## src/rtl/muldiv_if.sv

```systemverilog
// Operand/result bundle between the EX stage and the iterative mul/div unit.
interface muldiv_if #(parameter int WIDTH = 32);
   logic             start;
   logic [1:0]       op;
   logic [WIDTH-1:0] x;
   logic [WIDTH-1:0] y;
   logic             hi_we;
   logic             lo_we;
   logic [WIDTH-1:0] wdata;
   logic             busy;
   logic             done;
   logic [WIDTH-1:0] hi;
   logic [WIDTH-1:0] lo;

   modport master (
      output start, op, x, y, hi_we, lo_we, wdata,
      input  busy, done, hi, lo
   );

   modport slave (
      input  start, op, x, y, hi_we, lo_we, wdata,
      output busy, done, hi, lo
   );
endinterface

```

## src/rtl/muldiv_unit.sv

```systemverilog
// Iterative MULT/MULTU/DIV/DIVU with HI/LO registers; one bit per cycle, WIDTH+1 cycles.
// Define MULDIV_SIGNED_EN to build signed MULT/DIV (op[0]); otherwise every op is unsigned.
module muldiv_unit #(
   parameter int WIDTH = 32
) (
   input  logic     clk,
   input  logic     rst,
   muldiv_if.slave  bus
);

   typedef enum logic [1:0] {S_IDLE, S_CALC, S_DONE} state_t;

   localparam int             CW   = $clog2(WIDTH + 1);
   localparam logic [CW-1:0]  LAST = CW'(WIDTH);

   state_t             r_state;
   logic [CW-1:0]      r_cnt;
   logic               r_busy;
   logic               r_done;
   logic               r_div;
   logic               r_dz;
   logic [WIDTH-1:0]   r_a;
   logic [WIDTH-1:0]   r_rem;
   logic [WIDTH-1:0]   r_q;
   logic [WIDTH-1:0]   r_hi;
   logic [WIDTH-1:0]   r_lo;

   logic [WIDTH:0]     w_sum;
   logic [WIDTH:0]     w_sh;
   logic [WIDTH:0]     w_diff;
   logic [2*WIDTH-1:0] w_prod;
   logic [2*WIDTH-1:0] w_prod_fix;
   logic [WIDTH-1:0]   w_q_fix;
   logic [WIDTH-1:0]   w_r_fix;
   logic [WIDTH-1:0]   w_xm;
   logic [WIDTH-1:0]   w_ym;
   logic [WIDTH-1:0]   w_hi_fin;
   logic [WIDTH-1:0]   w_lo_fin;

   // r_rem/r_q double as {upper,lower} product for mul and {remainder,quotient} for div
   assign w_sum  = {1'b0, r_rem} + ({1'b0, r_a} & {(WIDTH+1){r_q[0]}});
   assign w_sh   = {r_rem, r_q[WIDTH-1]};
   assign w_diff = w_sh - {1'b0, r_a};
   assign w_prod = {r_rem, r_q};

`ifdef MULDIV_SIGNED_EN
   logic w_sx;
   logic w_sy;
   logic r_neg_q;
   logic r_neg_r;

   assign w_sx       = bus.op[0] & bus.x[WIDTH-1];
   assign w_sy       = bus.op[0] & bus.y[WIDTH-1];
   assign w_xm       = w_sx ? -bus.x : bus.x;
   assign w_ym       = w_sy ? -bus.y : bus.y;
   assign w_prod_fix = r_neg_q ? -w_prod : w_prod;
   assign w_q_fix    = r_neg_q ? -r_q : r_q;
   assign w_r_fix    = r_neg_r ? -r_rem : r_rem;
`else
   logic w_unused_op0;

   assign w_unused_op0 = bus.op[0];
   assign w_xm         = bus.x;
   assign w_ym         = bus.y;
   assign w_prod_fix   = w_prod;
   assign w_q_fix      = r_q;
   assign w_r_fix      = r_rem;
`endif

   // Divide by zero: magnitude path already leaves the dividend in the remainder
   assign w_hi_fin = r_div ? w_r_fix : w_prod_fix[2*WIDTH-1:WIDTH];
   assign w_lo_fin = r_div ? (r_dz ? '1 : w_q_fix) : w_prod_fix[WIDTH-1:0];

   always_ff @(posedge clk) begin
      if (rst) begin
         r_state <= S_IDLE;
         r_cnt   <= '0;
         r_busy  <= 1'b0;
         r_done  <= 1'b0;
         r_div   <= 1'b0;
         r_dz    <= 1'b0;
         r_a     <= '0;
         r_rem   <= '0;
         r_q     <= '0;
         r_hi    <= '0;
         r_lo    <= '0;
`ifdef MULDIV_SIGNED_EN
         r_neg_q <= 1'b0;
         r_neg_r <= 1'b0;
`endif
      end else begin
         case (r_state)
            S_IDLE: begin
               r_done <= 1'b0;
               if (bus.start) begin
                  r_state <= S_CALC;
                  r_busy  <= 1'b1;
                  r_cnt   <= '0;
                  r_rem   <= '0;
                  r_div   <= bus.op[1];
                  r_dz    <= bus.op[1] & (bus.y == '0);
                  r_a     <= bus.op[1] ? w_ym : w_xm;
                  r_q     <= bus.op[1] ? w_xm : w_ym;
`ifdef MULDIV_SIGNED_EN
                  r_neg_q <= w_sx ^ w_sy;
                  r_neg_r <= w_sx;
`endif
               end else begin
                  if (bus.hi_we) r_hi <= bus.wdata;
                  if (bus.lo_we) r_lo <= bus.wdata;
               end
            end
            S_CALC: begin
               if (r_cnt == LAST) begin
                  r_hi    <= w_hi_fin;
                  r_lo    <= w_lo_fin;
                  r_done  <= 1'b1;
                  r_state <= S_DONE;
               end else begin
                  r_cnt <= r_cnt + 1'b1;
                  if (!r_div) begin
                     {r_rem, r_q} <= {w_sum, r_q[WIDTH-1:1]};
                  end else if (!w_diff[WIDTH]) begin
                     r_rem <= w_diff[WIDTH-1:0];
                     r_q   <= {r_q[WIDTH-2:0], 1'b1};
                  end else begin
                     r_rem <= w_sh[WIDTH-1:0];
                     r_q   <= {r_q[WIDTH-2:0], 1'b0};
                  end
               end
            end
            S_DONE: begin
               r_done  <= 1'b0;
               r_busy  <= 1'b0;
               r_state <= S_IDLE;
            end
            default: r_state <= S_IDLE;
         endcase
      end
   end

   assign bus.busy = r_busy;
   assign bus.done = r_done;
   assign bus.hi   = r_hi;
   assign bus.lo   = r_lo;

endmodule

```

## src/flat_wrapper.sv

```systemverilog
// flat-port wrapper written by rule: the top's interface ports become plain ports
module muldiv_unit_flat 
#(
   parameter int WIDTH = 32
)
  (clk, rst, bus_start, bus_op, bus_x, bus_y, bus_hi_we, bus_lo_we, bus_wdata, bus_busy, bus_done, bus_hi, bus_lo);
  muldiv_if #(.WIDTH(WIDTH)) bus_i ();
  input  logic clk;
  input  logic rst;
  input wire logic [$bits(bus_i.start)-1:0] bus_start;
  input wire logic [$bits(bus_i.op)-1:0] bus_op;
  input wire logic [$bits(bus_i.x)-1:0] bus_x;
  input wire logic [$bits(bus_i.y)-1:0] bus_y;
  input wire logic [$bits(bus_i.hi_we)-1:0] bus_hi_we;
  input wire logic [$bits(bus_i.lo_we)-1:0] bus_lo_we;
  input wire logic [$bits(bus_i.wdata)-1:0] bus_wdata;
  output wire logic [$bits(bus_i.busy)-1:0] bus_busy;
  output wire logic [$bits(bus_i.done)-1:0] bus_done;
  output wire logic [$bits(bus_i.hi)-1:0] bus_hi;
  output wire logic [$bits(bus_i.lo)-1:0] bus_lo;
  assign bus_i.start = bus_start;
  assign bus_i.op = bus_op;
  assign bus_i.x = bus_x;
  assign bus_i.y = bus_y;
  assign bus_i.hi_we = bus_hi_we;
  assign bus_i.lo_we = bus_lo_we;
  assign bus_i.wdata = bus_wdata;
  assign bus_busy = bus_i.busy;
  assign bus_done = bus_i.done;
  assign bus_hi = bus_i.hi;
  assign bus_lo = bus_i.lo;
  muldiv_unit #(.WIDTH(WIDTH)) u_core (.clk(clk), .rst(rst), .bus(bus_i));
endmodule
```

## config.mk

```make
export PLATFORM = sky130hd
export DESIGN_NAME = muldiv_unit_flat
export DESIGN_NICKNAME = d
export VERILOG_FILES = /design/src/rtl/muldiv_if.sv /design/src/rtl/muldiv_unit.sv /design/src/flat_wrapper.sv
export SDC_FILE = /design/constraint.sdc
export NUM_CORES = 1
export LEC_CHECK = 0
export ABC_CLOCK_PERIOD_IN_PS = 3000
export BUFFER_PORTS_ARGS = -buffer_cell sky130_fd_sc_hd__buf_2
export CORE_ASPECT_RATIO = 0.75
export CORE_MARGIN = 5
export CORE_UTILIZATION = 34
export DETAILED_ROUTE_END_ITERATION = 16
export GPL_ROUTABILITY_DRIVEN = 0
export GPL_TIMING_DRIVEN = 1
export SETUP_SLACK_MARGIN = 0.02
export SYNTH_ARGS = -nofsm -noshare
export SYNTH_HDL_FRONTEND = slang
export SYNTH_SLANG_ARGS = --single-unit
```

## constraint.sdc

```tcl
create_clock -name clk -period 3 [get_ports clk]
set_clock_uncertainty 0.1 [all_clocks]
set_input_delay 0 -clock clk [delete_from_list [all_inputs] [get_ports clk]]
set_output_delay 0 -clock clk [all_outputs]
set_load 0.03 [all_outputs]
```

==> results_dict.tcl, run 1 <==
set metrics [dict create \
    startpoint_type "register" \
    tritoncts "yes" \
    synth_largest_area_cell "dfxtp_1" \
    rows 59 \
    hold-worst-slack_ps 11.2 \
    cpLargestDelayFamily "compound AO/OA/AOI/OAI gates" \
    min_path_type "in -> reg" \
    avgSynthCellArea_um2 7.76 \
    violations "setup timing" \
    place_hpwl_um 33800 \
    slowest_stage "dfxtp_4" \
    path_buf_inv 4 \
    ys_types 77 \
    grt_setup_unrepaired "true" \
    die_y_um 172 \
    track_usage_pct 23.5 \
    finalHoldViolCount 0 \
    drive_gt1_share_pct 28.8 \
    fmaxAchievable_mhz 319 \
    path_common_cell "buf_4" \
    nFillCells 3246 \
    final_common_cell "buf_4" \
    drtIter0Drc 1387 \
    dp_cells 2257 \
    grt_max_degree 99 \
    crit_arrival_ps 3350 \
    drtPass1Iterations 8 \
    layout_common_cells "210 x buf_4, 175 x nand2_1, 165 x buf_2" \
    tightest_slew_ps 991 \
    hold_end "u_core.r_q[11]" \
    synthTopCellsByArea "dfxtp_1 29%, a211oi_1 7.0%, ha_1 6.9%" \
    min_path_cells 5 \
    netlist_area_um2 11900 \
    final_nets 2146 \
    cts_sinks 172 \
    post-route-min-period_ps 3140 \
    fin_area_um2 17500 \
    yosysWarnings 0 \
    grt_pass1_wl_um 73100 \
    use_met1_pct 31.6 \
    routed_wl_um 48000 \
    die_w_um 226 \
    ant_nets 0 \
    area_growth_pct 46.9 \
    grt_use_met3_pct 4.60 \
    min_period_over_period_pct 105 \
    maxSlewHeadroom_pct 33.8 \
    path_clk_slew_ps 70 \
    cp_cell_sequence "and2_4 -> ha_4 -> inv_2 -> fa_2 -> nand2b_4 -> a21oi_4 -> o311ai_4 -> buf_4 -> a2111oi_4 -> o21ai_2 -> buf_4 -> and2_4 -> buf_4 -> xnor2_1 -> a22oi_1 -> o21ai_1" \
    cts_root_buffer "clkbuf_16" \
    drc 0 \
    pre_cts_ws_ps -421 \
    ys_ff_latch 172 \
    maxCapViolCount 0 \
    grt-ovfl-total 0 \
    critPathMaxStageDelay_ps 410 \
    crit_path_end_kind "register" \
    p_leak_nw 7.70 \
    worst_r2r_startpoint "u_core.r_q[0]" \
    yosysSeqAreaShare_pct 28.9 \
    fin_cells 2445 \
    fin_ws_ps -138 \
    peakVddDrop_v 0.000433 \
    port-buffer-count 167 \
    crit_cells 16 \
    dpl_cell_area_um2 14600 \
    synth.top_cell.area_share_pct 28.9 \
    status "complete, but fails checks" \
    antenna_found_initial 0 \
    cp_max_fo 8 \
    top_usage_layer "met2" \
    routedWlPerCell_um 19.6 \
    cts_htree_levels 4 \
    setup_viol 31 \
    die-area_um2 39000 \
    syn_nets 1708 \
    cellPowerDensity_nw_per_um2 416 \
    insertion_delay_ps 470 \
    io_pins 169 \
    fin_setup_tns_ps -1860 \
    required_ps 3220 \
    reg2regPathDepth 16 \
    use_met2_pct 37.9 \
    final_max_slew_viol_count 0 \
    ys.flop_type "dfxtp_1" \
    hold_start "bus_y[11]" \
    synthArstFlopShare_pct 0 \
    synthCells 1537 \
    vias 13900 \
    clockBufferDepth 2 \
    criticalPathCategory "reg -> reg" \
    synth_edf_count 0 \
    numCtsBuffers 17 \
    grt_pass1_vias 13300 \
    core_area_um2 34700 \
    num_antenna_cells 0 \
    rrSetupSlack_ps -140 \
    r2r_end "u_core.r_rem[21]" \
    start_util_pct 34.4 \
    viasPerCell 5.67 \
]
==> report_power, final <==
group	internal (mW)	total [mW]	switching (mW)
clock network	1.27	2.35	1.08
logic	1.06	2.35	1.29
registers	2.44	2.59	0.152
total	4.77	7.29	2.52
==> worst register-to-register path: stages (launching register included) <==
cell	delay, ps
dfxtp_4	410
and2_4	170
ha_4	130
inv_2	30
fa_2	330
nand2b_4	160
a21oi_4	160
o311ai_4	130
buf_4	160
a2111oi_4	320
o21ai_2	110
buf_4	140
and2_4	140
buf_4	130
xnor2_1	110
a22oi_1	160
o21ai_1	100
==> sequential cells by signal, indices dropped and copies added (netlist names) <==
signal / cells
u_core.bus.busy: 1
u_core.bus.done: 1
u_core.bus.hi: 32
u_core.bus.lo: 32
u_core.r_a: 32
u_core.r_cnt: 6
u_core.r_div: 1
u_core.r_dz: 1
u_core.r_q: 32
u_core.r_rem: 32
u_core.r_state: 2
==> Yosys cell counts (10+ instances only) <==
library cell and count:
a211oi_1 111, a21o_1 33, a21oi_1 144, a22oi_1 16, a311oi_1 33, a31oi_1 11, and2_1 66, clkbuf_1 89
dfxtp_1 172, ha_1 66, inv_1 51, mux2i_1 70, nand2_1 177, nand2b_1 10, nand3_1 12, nand4_1 10
nor2_1 167, nor3_1 20, o21ai_0 41, o21ai_1 21, o221ai_1 32, xnor2_1 30, xor2_1 28
==> worst max-delay path by stage <==
| stage | from | slack, ps | endpoint |
|---|---|---|---|
| floorplan | u_core.r_q[0] | 50 | u_core.r_rem[24] |
| global placement | u_core.r_a[23] | -320 | u_core.r_rem[7] |
| detailed placement | u_core.r_q[0] | -420 | u_core.r_rem[31] |
| CTS | u_core.r_q[0] | -150 | u_core.r_rem[27] |
| global route | u_core.r_q[0] | -290 | u_core.r_rem[29] |
| finish | u_core.r_q[0] | -140 | u_core.r_rem[21] |
==> area by class of cell <==
class	instances	area (µm²)	share of cell area, %
clock buffer	18	439	2.51
clock inverter	14	165	0.942
inverter	52	195	1.11
multi-input combinational	1208	8540	48.7
sequential	172	3470	19.8
tap	457	572	3.26
timing repair buffer	524	4150	23.6
==> cell families after synthesis <==
logic type               after synthesis  share of synthesized area [%]
AO/OA/AOI/OAI                        512                           29.7
XOR/XNOR                              58                           4.26
adder cells (fa/ha/maj)               68                           7.26
buffers and inverters                157                           5.24
flip-flops                           172                           28.9
multiplexers                          71                           5.97
AND/OR/NAND/NOR                      499                           18.8
==> what timing repair did <==
action                                  CTS  global route
endpoints found under the setup margin   33            34
gates cloned                              7             2
pin swaps                                52            55
gates resized for setup                  95            69
hold buffers                            122             0
hold endpoints to repair                114             0
setup buffers                            18            10
==> per-layer routing <==
metal	up-vias	share of wire, %
met1	6629	44
met2	617	46
met3	127	7.1
met4	0	3.3
li1	6483	-
met5	-	0
==> stage by stage <==
stage | power [mW] | util (%)
finish | 7.29 | 50.5
global route | 7.58 | 50.5
CTS | 7.17 | 49.4
detailed placement | 4.48 | 42.0
global placement | 4.45 | 42.0
floorplan | 3.76 | -
No activity file was read; power rests on OpenSTA's default activity.
==> run 2, diff against run 1 <==
--- a/config.mk
+++ b/config.mk
@@ -5,7 +5,7 @@
 export SDC_FILE = /design/constraint.sdc
 export NUM_CORES = 1
 export LEC_CHECK = 0
-export ABC_CLOCK_PERIOD_IN_PS = 3000
+export ABC_CLOCK_PERIOD_IN_PS = 2870
 export BUFFER_PORTS_ARGS = -buffer_cell sky130_fd_sc_hd__buf_2
 export CORE_ASPECT_RATIO = 0.75
 export CORE_MARGIN = 5
==> constraint.sdc (replaced) <==
create_clock -name clk -period 2.87 [get_ports clk]
set_clock_uncertainty 0.1 [all_clocks]
set_input_delay 0 -clock clk [delete_from_list [all_inputs] [get_ports clk]]
set_output_delay 0 -clock clk [all_outputs]
set_load 0.03 [all_outputs]
==> results_dict.tcl, run 2 (synthesis results as in run 1) <==
set metrics [dict create \
    status "complete, but fails checks" \
    violations "setup timing" \
    grt_pass1_vias 13300 \
    r2r_end "u_core.r_rem[12]" \
    fin_cells 2474 \
    rrSetupSlack_ps -260 \
    insertion_delay_ps 450 \
    antenna_found_initial 1 \
    viasPerCell 5.55 \
    use_met2_pct 38.3 \
    setup_viol 33 \
    fin_ws_ps -259 \
    routedWlPerCell_um 19.5 \
    start_util_pct 34.4 \
    fmaxAchievable_mhz 320 \
    ant_nets 0 \
    maxSlewHeadroom_pct 42.9 \
    endpoint "u_core.r_rem[12]" \
    drc 0 \
    area_growth_pct 49.5 \
    routed_wl_um 48300 \
    io_pins 169 \
    reg2regPathDepth 14 \
    worst_r2r_startpoint "u_core.r_a[5]" \
    critPathMaxStageDelay_ps 330 \
    vias 13700 \
    drtIter0Drc 1191 \
    port-buffer-count 167 \
    drtPass1Iterations 8 \
    sw_frac_of_total_pct 33.1 \
    die-area_um2 39000 \
    cts_htree_levels 4 \
    grt-ovfl-total 0 \
    cts_sinks 172 \
    final_nets 2178 \
    min_period_over_period_pct 109 \
    final_max_slew_viol_count 0 \
    final_common_cell "buf_4" \
    rows 59 \
    crit_cells 14 \
    grt_max_degree 124 \
    path_common_cell "buf_6" \
    track_usage_pct 23.6 \
    criticalPathCategory "reg -> reg" \
    dp_cells 2282 \
    tightest_slew_ps 855 \
    path_clk_slew_ps 60 \
    place_hpwl_um 34300 \
    fin_area_um2 17800 \
    layout_common_cells "224 x buf_4, 175 x nand2_1, 165 x buf_2" \
    cts_root_buffer "clkbuf_16" \
    crit_path_end_kind "register" \
    p_seq_share_pct 35.5 \
    crit_start "u_core.r_a[5]" \
    top_usage_layer "met2" \
    min_path_type "in -> reg" \
    p_clk_share_pct 31.6 \
    post-route-util_pct 51.4 \
    finalHoldViolCount 0 \
    required_ps 3100 \
    peakVddDrop_v 0.000445 \
    hold-worst-slack_ps 27.1 \
    grt_use_met3_pct 5.21 \
    cp_max_fo 4 \
    use_met1_pct 31.2 \
    die_y_um 172 \
    cp_cell_sequence "inv_2 -> ha_4 -> a21o_1 -> or3_4 -> o211ai_1 -> nand3_1 -> nand4_1 -> nand2_1 -> o311ai_4 -> buf_6 -> buf_6 -> mux2_4 -> a21oi_2 -> nor3_2" \
    cellPowerDensity_nw_per_um2 425 \
    clockBufferDepth 2 \
    drive_gt1_share_pct 30.3 \
    slowest_stage "dfxtp_2" \
    post-route-min-period_ps 3130 \
    grt_pass1_wl_um 73200 \
    p_switching_mw 2.52 \
    grt_setup_unrepaired "true" \
    internal-power_mw 5.07 \
    p_leak_nw 7.81 \
    finalPower_mw 7.59 \
    startpoint_type "register" \
    crit_arrival_ps 3350 \
    numCtsBuffers 17 \
    path_buf_inv 3 \
    die_w_um 226 \
    core_area_um2 34700 \
    dpl_cell_area_um2 14800 \
    comb_power_share_pct 32.9 \
    tritoncts "yes" \
    maxCapViolCount 0 \
    cpLargestDelayFamily "compound AO/OA/AOI/OAI gates" \
]
## run 2: worst register-to-register path, cell delays in order (launching register included)
cell,delay [ps]
dfxtp_2,330
inv_2,40
ha_4,210
a21o_1,200
or3_4,330
o211ai_1,270
nand3_1,190
nand4_1,160
nand2_1,100
o311ai_4,280
buf_6,190
buf_6,100
mux2_4,290
a21oi_2,140
nor3_2,60
## run 2: timing repair
| action | 4_1_cts | 5_1_grt |
|---|---|---|
| hold buffers | 128 | 0 |
| resized for setup | 130 | 74 |
| endpoints found under the setup margin | 33 | 52 |
| setup buffers | 15 | 17 |
| gates cloned | 4 | 2 |
| hold endpoints to repair | 116 | 0 |
| pin swaps | 72 | 67 |
## run 2: worst min path at each step
stage | start | endpoint | cells after the start
floorplan | bus_wdata[0] | u_core.bus.hi[0] | 2
global placement | bus_wdata[17] | u_core.bus.hi[17] | 3
detailed placement | bus_wdata[16] | u_core.bus.hi[16] | 3
CTS | bus_y[8] | u_core.r_q[8] | 5
global route | bus_y[11] | u_core.r_q[11] | 5
finish | bus_y[7] | u_core.r_q[7] | 5
## run 2: power groups by stage
stage                     clock network, mW  logic, mW  registers, mW
after floorplan                           0       1.13           2.80
after global placement                    0       1.97           2.73
after detailed placement                  0       2.00           2.74
after CTS                              2.41       2.35           2.69
after global routing                   2.52       2.70           2.71
final                                  2.40       2.49           2.70
## run 2: final cells by class
type | instances | area (µm²)
Fill cell | 3197 | 16900
Multi-Input combinational cell | 1209 | 8680
Timing Repair Buffer | 555 | 4340
Sequential cell | 172 | 3470
Tap cell | 457 | 572
Clock buffer | 22 | 464
Inverter | 52 | 195
Clock inverter | 6 | 115
Antenna cell | 1 | 2.50
## run 2: layer usage
layer | up-vias | routed length, µm
met5 | - | 0
met4 | 0 | 1440
met3 | 93 | 3350
met2 | 533 | 22200
met1 | 6573 | 21300
li1 | 6543 | -
## run 2: per-stage QoR
step,setup TNS (ps),setup slack [ps]
final,-5140,-259
after detailed placement,-13400,-802
after global routing,-9980,-413
after CTS,-4740,-264
after floorplan,-120,-46.7
after global placement,-11620,-813
==> run 3, diff against run 2 <==
--- a/config.mk
+++ b/config.mk
@@ -8,7 +8,7 @@
 export ABC_CLOCK_PERIOD_IN_PS = 2870
 export BUFFER_PORTS_ARGS = -buffer_cell sky130_fd_sc_hd__buf_2
 export CORE_ASPECT_RATIO = 0.75
-export CORE_MARGIN = 5
+export CORE_MARGIN = 10
 export CORE_UTILIZATION = 34
 export DETAILED_ROUTE_END_ITERATION = 16
 export GPL_ROUTABILITY_DRIVEN = 0
==> results_dict.tcl, run 3 (synthesis results as in run 1) <==
set metrics [dict create \
    grt_use_met3_pct 3.75 \
    maxSlewHeadroom_pct 39.3 \
    die-area_um2 43100 \
    p_clk_share_pct 31.4 \
    cpLargestDelayFamily "compound AO/OA/AOI/OAI gates" \
    rows 59 \
    comb_power_share_pct 32.9 \
    use_met2_pct 34.9 \
    fmaxAchievable_mhz 325 \
    startpoint_type "register" \
    tritoncts "yes" \
    maxCapViolCount 0 \
    worst_r2r_startpoint "u_core.r_q[0]" \
    setup_viol 30 \
    post-route-min-period_ps 3080 \
    area_growth_pct 48.4 \
    critPathMaxStageDelay_ps 380 \
    final_nets 2157 \
    die_w_um 236 \
    use_met1_pct 27.5 \
    path_clk_slew_ps 70 \
    routed_wl_um 48700 \
    min_path_cells 5 \
    hold_start "bus_x[14]" \
    numCtsBuffers 17 \
    required_ps 3120 \
    drc 0 \
    p_leak_nw 7.72 \
    min_period_over_period_pct 107 \
    cp_max_fo 3 \
    grt-ovfl-total 0 \
    track_usage_pct 21.3 \
    crit_path_end_kind "register" \
    start_util_pct 34.5 \
    final_max_slew_viol_count 0 \
    grt_pass1_vias 13500 \
    drtPass1Iterations 5 \
    core_area_um2 34600 \
    grt_setup_unrepaired "true" \
    cellPowerDensity_nw_per_um2 426 \
    layout_common_cells "222 x buf_4, 175 x nand2_1, 165 x buf_2" \
    slowest_stage "dfxtp_4" \
    r2r_end "u_core.r_rem[27]" \
    clockBufferDepth 2 \
    viasPerCell 5.62 \
    hold_end "u_core.r_q[14]" \
    dp_cells 2275 \
    tightest_slew_ps 909 \
    fin_ws_ps -207 \
    min_path_type "in -> reg" \
    fin_cells 2456 \
    status "complete, but fails checks" \
    internal-power_mw 4.93 \
    vias 13800 \
    ant_nets 0 \
    grt_pass1_wl_um 74700 \
    drtIter0Drc 1146 \
    die_y_um 182 \
    port-buffer-count 167 \
    finalHoldViolCount 0 \
    io_pins 169 \
    cts_root_buffer "clkbuf_16" \
    finalPower_mw 7.54 \
    criticalPathCategory "reg -> reg" \
    reg2regPathDepth 14 \
    hold-worst-slack_ps 14.3 \
    final_common_cell "buf_4" \
    top_usage_layer "met2" \
    insertion_delay_ps 470 \
    rrSetupSlack_ps -210 \
    p_switching_mw 2.61 \
    p_seq_share_pct 35.7 \
    crit_arrival_ps 3330 \
    nFillCells 3219 \
    cts_htree_levels 4 \
    drive_gt1_share_pct 30.6 \
    routedWlPerCell_um 19.8 \
    cp_cell_sequence "and2_4 -> ha_4 -> inv_2 -> fa_2 -> nand2b_4 -> a21oi_4 -> o311ai_4 -> a21oi_2 -> nand4_1 -> a31oi_2 -> a41o_1 -> a31oi_1 -> xnor2_1 -> o311a_1" \
    antenna_found_initial 1 \
    sw_frac_of_total_pct 34.7 \
    cts_sinks 172 \
    grt_max_degree 113 \
    peakVddDrop_v 0.000391 \
    place_hpwl_um 35200 \
    violations "setup timing" \
    path_buf_inv 1 \
]
## run 3: worst max path at each step
stage	startpoint	slack [ps]	depth (start not counted)	endpoint
detailed placement	u_core.r_q[0]	-450	13	u_core.r_rem[30]
CTS	u_core.r_q[0]	-170	14	u_core.r_rem[27]
finish	u_core.r_q[0]	-210	14	u_core.r_rem[27]
global route	u_core.r_q[0]	-350	14	u_core.r_rem[27]
floorplan	u_core.r_q[0]	-50	14	u_core.r_rem[27]
global placement	u_core.r_q[0]	-460	14	u_core.r_rem[29]
## run 3: through the flow
stage | util, % | TNS (ps) | setup slack [ps] | cell area, µm²
after floorplan | - | -120 | -46.7 | 12000
after detailed placement | 42.5 | -9690 | -446 | 14700
after global placement | 42.5 | -7970 | -456 | 14700
after CTS | 49.6 | -3080 | -171 | 17200
after global routing | 51.1 | -6630 | -353 | 17700
final | 51.1 | -2910 | -207 | 17700
## run 3: power by group through the flow
stage	registers [mW]	logic [mW]	clock network, mW
global placement	2.73	1.98	0
global route	2.71	2.65	2.49
floorplan	2.80	1.13	0
CTS	2.68	2.33	2.39
detailed placement	2.73	2.00	0
finish	2.69	2.48	2.37
## run 3: worst reg2reg max path, cell delays in order, from the launching register on
cell,delay [ps]
dfxtp_4,380
and2_4,150
ha_4,130
inv_2,30
fa_2,330
nand2b_4,160
a21oi_4,160
o311ai_4,150
a21oi_2,170
nand4_1,170
a31oi_2,210
a41o_1,280
a31oi_1,130
xnor2_1,140
o311a_1,280
## run 3: timing repair
item	CTS	global route
pin swaps	80	49
gates cloned	2	2
hold buffers	120	0
endpoints found under the hold margin	125	0
setup endpoints to repair	33	33
setup buffers	14	13
resized for setup	121	77
## run 3: per-layer routing
metal / routed length [µm] / vias up
met4: 1470 / 0
met5: 0 / -
met2: 22600 / 509
met1: 21700 / 6680
met3: 2970 / 99
li1: - / 6516
## run 3: cell type report
class | count | area [µm²] | area share [%]
sequential | 172 | 3470 | 19.6
inverter | 52 | 195 | 1.10
clock inverter | 10 | 108 | 0.608
clock buffer | 21 | 470 | 2.66
timing repair buffer | 535 | 4150 | 23.4
tap | 457 | 572 | 3.23
multi-input combinational | 1208 | 8730 | 49.3
antenna | 1 | 2.50 | 0.0141
